`config.mk`:
```
export PLATFORM = sky130hd
export DESIGN_NAME = wb_arbiter
export DESIGN_NICKNAME = d
export VERILOG_FILES = /design/src/rtl/wb_arbiter.sv
export SDC_FILE = /design/constraint.sdc
export NUM_CORES = 1
export LEC_CHECK = 0
export CAP_MARGIN = 15
export CORE_AREA = 10 10 149 151
export CTS_CLUSTER_SIZE = 14
export DETAILED_ROUTE_END_ITERATION = 12
export DIE_AREA = 0 0 159 161
export GPL_TIMING_DRIVEN = 0
export PLACE_DENSITY = 0.58
export SLEW_MARGIN = 20
export SYNTH_ARGS = -nofsm -noshare
export SYNTH_HDL_FRONTEND = slang
export SYNTH_SLANG_ARGS = --single-unit
export TNS_END_PERCENT = 1
```
`constraint.sdc`:
```
create_clock -name clk -period 3.5 [get_ports clk]
set_input_delay 1.05 -clock clk [delete_from_list [all_inputs] [get_ports clk]]
set_output_delay 1.05 -clock clk [all_outputs]
set_load 0.005 [all_outputs]
```
`src/rtl/wb_arbiter.sv`:
```
// Register-file write-port arbiter: pipeline write-back vs. a deferred-write FIFO with pending scoreboard.
// Optional starvation guard enabled by defining WB_ARB_STARVE_GUARD_EN.
module wb_arbiter #(
  parameter int FIFO_DEPTH = 4
) (
  input  logic        clk,
  input  logic        rst,
  input  logic        pipe_we,
  input  logic [3:0]  pipe_waddr,
  input  logic [23:0] pipe_wdata,
  output logic        pipe_ack,
  input  logic        def_valid,
  output logic        def_ready,
  input  logic [3:0]  def_waddr,
  input  logic [23:0] def_wdata,
  input  logic        iss_valid,
  input  logic [3:0]  iss_waddr,
  output logic        reg_we,
  output logic [3:0]  reg_waddr,
  output logic [23:0] reg_wdata,
  output logic [15:0] pending,
  output logic        stall_out,
  output logic [2:0]  fifo_count
);
  localparam int AW = (FIFO_DEPTH > 1) ? $clog2(FIFO_DEPTH) : 1;
  localparam int CW = AW + 1;

  typedef struct packed {
    logic [3:0]  waddr;
    logic [23:0] wdata;
  } wr_t;

  wr_t           mem_q [FIFO_DEPTH];
  wr_t           mem_d [FIFO_DEPTH];
  logic [AW-1:0] rd_ptr_q, rd_ptr_d, wr_ptr_q, wr_ptr_d;
  logic [CW-1:0] cnt_q, cnt_d;
  logic [15:0]   pend_q, pend_d;
  logic          reg_we_q, reg_we_d;
  logic [3:0]    reg_waddr_q, reg_waddr_d;
  logic [23:0]   reg_wdata_q, reg_wdata_d;
  logic          stall_q;
  logic          fifo_ne, push, grant_pipe, grant_fifo;
  wr_t           head;

  always_comb begin
    fifo_ne    = (cnt_q != '0);
    head       = mem_q[rd_ptr_q];
    def_ready  = !rst && (cnt_q < CW'(FIFO_DEPTH));
    push       = def_valid && def_ready;
    grant_pipe = 1'b0;
    grant_fifo = 1'b0;
    if (!rst) begin
      if (stall_q)      grant_fifo = fifo_ne;
      else if (pipe_we) grant_pipe = 1'b1;
      else              grant_fifo = fifo_ne;
    end
    pipe_ack = grant_pipe;

    mem_d    = mem_q;
    wr_ptr_d = wr_ptr_q;
    rd_ptr_d = rd_ptr_q;
    if (push) begin
      mem_d[wr_ptr_q] = '{waddr: def_waddr, wdata: def_wdata};
      wr_ptr_d        = wr_ptr_q + AW'(1);
    end
    if (grant_fifo) rd_ptr_d = rd_ptr_q + AW'(1);
    cnt_d = cnt_q + CW'(push) - CW'(grant_fifo);

    // Clear on pop first so a same-cycle issue to that register wins.
    pend_d = pend_q;
    if (grant_fifo) pend_d[head.waddr] = 1'b0;
    if (iss_valid)  pend_d[iss_waddr]  = 1'b1;

    reg_we_d    = grant_pipe || grant_fifo;
    reg_waddr_d = reg_waddr_q;
    reg_wdata_d = reg_wdata_q;
    if (grant_pipe) begin
      reg_waddr_d = pipe_waddr;
      reg_wdata_d = pipe_wdata;
    end else if (grant_fifo) begin
      reg_waddr_d = head.waddr;
      reg_wdata_d = head.wdata;
    end
  end

  always_ff @(posedge clk) begin
    mem_q <= mem_d;
    if (rst) begin
      rd_ptr_q    <= '0;
      wr_ptr_q    <= '0;
      cnt_q       <= '0;
      pend_q      <= '0;
      reg_we_q    <= 1'b0;
      reg_waddr_q <= '0;
      reg_wdata_q <= '0;
    end else begin
      rd_ptr_q    <= rd_ptr_d;
      wr_ptr_q    <= wr_ptr_d;
      cnt_q       <= cnt_d;
      pend_q      <= pend_d;
      reg_we_q    <= reg_we_d;
      reg_waddr_q <= reg_waddr_d;
      reg_wdata_q <= reg_wdata_d;
    end
  end

`ifdef WB_ARB_STARVE_GUARD_EN
  logic [1:0] starve_q, starve_d;
  logic       stall_d;

  // Third pipeline win over a waiting head forces one FIFO slot next cycle.
  always_comb begin
    starve_d = starve_q;
    stall_d  = 1'b0;
    if (grant_fifo || !fifo_ne) begin
      starve_d = '0;
    end else if (grant_pipe) begin
      starve_d = starve_q + 2'd1;
      stall_d  = (starve_q == 2'd2);
    end
  end

  always_ff @(posedge clk) begin
    if (rst) begin
      starve_q <= '0;
      stall_q  <= 1'b0;
    end else begin
      starve_q <= starve_d;
      stall_q  <= stall_d;
    end
  end
`else
  assign stall_q = 1'b0;
`endif

  assign reg_we     = reg_we_q;
  assign reg_waddr  = reg_waddr_q;
  assign reg_wdata  = reg_wdata_q;
  assign pending    = pend_q;
  assign stall_out  = stall_q;
  assign fifo_count = 3'(cnt_q);
endmodule

```
==> flow_summary.toml <==
[worst_setup_path]
worstPathCellList = "clkbuf_2 -> clkbuf_4 -> nor2_1 -> clkdlybuf4s50_1"
slowest_stage = "clkdlybuf4s50_1"
cp_max_fo = 19
cp.arrival_ns = 2.29
cp-start-kind = "input port"
cpPeakStageDelay_ns = 0.55
path_class = "in -> out"
required_ns = 2.45
critical-path-top-delay-family = "buffers and inverters"
timing.critical_path.buf_inv = 3
cp-end-kind = "primary output"

[logic_synthesis]
yosysUniqueCellTypes = 44
synth_nets = 522
ys_ff_latch = 164
synth.area.top_cells = "edfxtp_1 (51%), dfxtp_1 (16%), mux4_2 (7.5%), a311oi_1 (5.0%), mux4_1 (2.4%)"
syn_avg_cell_area_sq_um = 14.7
synth_flop_cell = "edfxtp_1"
synthArstFlopShare = 0
synth_top_area_frac = 0.510
yosysTopAreaCell = "edfxtp_1"
syn_area_sq_mm = 0.00660
synth_edf_count = 112
netlist_instances = 450
yosysSeqAreaShare = 0.668
yosysWarnings = 0

[clock_tree]
clk_pin_slew_ns = 0.06
htree_levels = 4
cts_made_buffers = 17
cts_sinks = 164
cts_setup_buffers = 0
clock_path_buffers = 2
root_buffer = "clkbuf_16"
clock_latency_ns = 0.42
cts_tree = "built"
holdBufCountCts = 0

[route]
drtAntennaViolNets = 0
via_per_inst = 5.15
drc_errors = 0
drt_first_pass_iters = 4
drtIter0Drc = 327
vias = 4439
wl_per_cell_um = 20.8
routed_wl_mm = 17.9

[sta]
slew_viol_final = 0
finalSetupViolCount = 0
max_freq_mhz = 300
grt_setup_unrepaired = "no"
worst_clock_skew_ns = 0.00861
setup_slack_ns = 0.163
slew_headroom = 0.340
hold_viol = 0
max_slew.worst_pin.slew_ns = 0.988
fin_crit_ns = 3.34
final.period_utilization = 0.953
tns_ns = 0

[global_route]
grt_overflow = 0
grt_pass1_vias = 4689
grt_first_pass_wirelength_mm = 27.5
grt_usage = 0.139
grt_max_degree = 23
antenna_found_initial = 1

[min_path]
hold_path_class = "reg -> reg"

[floorplanning]
core-area_sq_mm = 0.0192
dieWidth_um = 159
dieArea_sq_mm = 0.0256
ios = 116
start_util = 0.343
std_cell_rows = 51
die_h_um = 161

[run_status]
status = "finished, final reports clean"

[placed_design]
placed_area_sq_mm = 0.00813
dp_slack_ns = -0.498
place_congestion = 0.786
place_hpwl_mm = 12.8
io_buffers = 112

[final_layout]
multi_input_area_sq_mm = 0.00199
regArea_sq_mm = 0.00440
area_delta_synth_final_pct = 32.4
nets = 655
design_area_sq_mm = 0.00873
fillers = 1691
drive_above_1_share = 0.134

[job]
drv_cap = 0

[power_and_ir_drop]
p_leak_uw = 0.00280
peakVddDrop_v = 0.000323
p_per_area_mw_per_mm2 = 588
[report_power, final]
part           switching, uW  internal (uW)
clock                    744           1140
sequential              65.0           2190
combinational            569            418
total                   1380           3750
[worst paths after layout]
check	slack, ns	endpoint	start	depth (start not counted)
worst max-delay path	0.16	pipe_ack	rst	4
worst max register to register	0.60	fifo_count[2]$_SDFF_PP0_	fifo_count[1]$_SDFF_PP0_	11
worst min register to register	0.50	reg_wdata[6]$_SDFFE_PP0P_	reg_wdata[6]$_SDFFE_PP0P_	2
worst min-delay path	0.50	reg_wdata[6]$_SDFFE_PP0P_	reg_wdata[6]$_SDFFE_PP0P_	2
[through the flow]
stage | total power, uW | hold slack, ns | util | std cells
after floorplan | 2820 | 0.491 | - | 450
after global placement | 3260 | 0.491 | 0.419 | 827
after detailed placement | 3290 | 0.495 | 0.423 | 831
after CTS | 5160 | 0.503 | 0.454 | 861
after global routing | 5340 | 0.536 | 0.454 | 861
final | 5130 | 0.502 | 0.455 | 862
[kinds of logic after synthesis]
kind of cell	share of synthesized area
flip-flops	0.668
AND/OR/NAND/NOR	0.0808
AO/OA/AOI/OAI	0.103
buffers and inverters	0.0313
multiplexers	0.0990
adder cells (fa/ha/maj)	0.0144
XOR/XNOR	0.00266
other	0.000569
[routing by layer]
metal,global-route usage,up-vias,part of all wire
met5,0,-,0
met4,0.0510,0,0.015
met3,0.0427,19,0.066
met2,0.228,148,0.49
met1,0.171,2223,0.43
li1,-,2049,-
[Yosys cell counts, types with 2 or more instances]
cell      number
o21ai_0       24
nor2b_1        4
mux4_2        22
ha_1           6
a32oi_1        3
and2_1         7
a31oi_1        2
nand3_1       26
o211ai_1       5
mux4_1         6
buf_2          6
buf_1          8
a311oi_1      38
edfxtp_1     112
inv_1          7
clkbuf_1      20
buf_6          3
nor2_1        32
nand2_1       17
nor2b_4        2
o31ai_1        2
and3b_1        2
dfxtp_1       52
nor4b_1        2
a21oi_1       23
[what timing repair did]
action | 4_1_cts | 5_1_grt
setup endpoints to repair | 2 | 1
hold endpoints to repair | 0 | 0
gates cloned | 0 | 0
resized for setup | 2 | 2
[worst register-to-register path: stages (launching register included)]
cell and delay [ns]:
dfxtp_1 0.37, nor3_2 0.58, clkbuf_1 0.45, nor2_1 0.08
ha_1 0.29, inv_1 0.06, ha_1 0.13, inv_1 0.05
fa_1 0.37, xor2_1 0.16, and2_1 0.17, nor3_1 0.11
[sequential cells by signal, summed over array words and instances (netlist names)]
signal / cells
reg_waddr: 4
reg_we: 1
reg_wdata: 24
mem_q: 112
wr_ptr_q: 2
pending: 16
fifo_count: 3
rd_ptr_q: 2
[layout make-up]
cell class	count	share of cell area
multi-input cells	240	0.228
inverters	8	0.00344
flip-flops and latches	164	0.504
repair buffers	116	0.138
clock buffers	20	0.0512
well taps	265	0.0380
plain buffers	36	0.0199
diodes	1	0.000287
clock inverters	12	0.0175
[cell usage in the layout, fill, tap and decap left out, drive strengths merged, types with 3 or more instances in the layout]
cell,n
clkinv,6
ha,6
edfxtp,112
nand3,26
nor2b,6
and2,7
nor2,32
nand2,17
mux4,28
buf,22
clkbuf,38
a21oi,23
dfxtp,52
inv,10
a311oi,39
a32oi,3
o21ai,24
bufinv,3
o211ai,5
clkdlybuf4s50,112
Power figures use the tool's default switching activity.
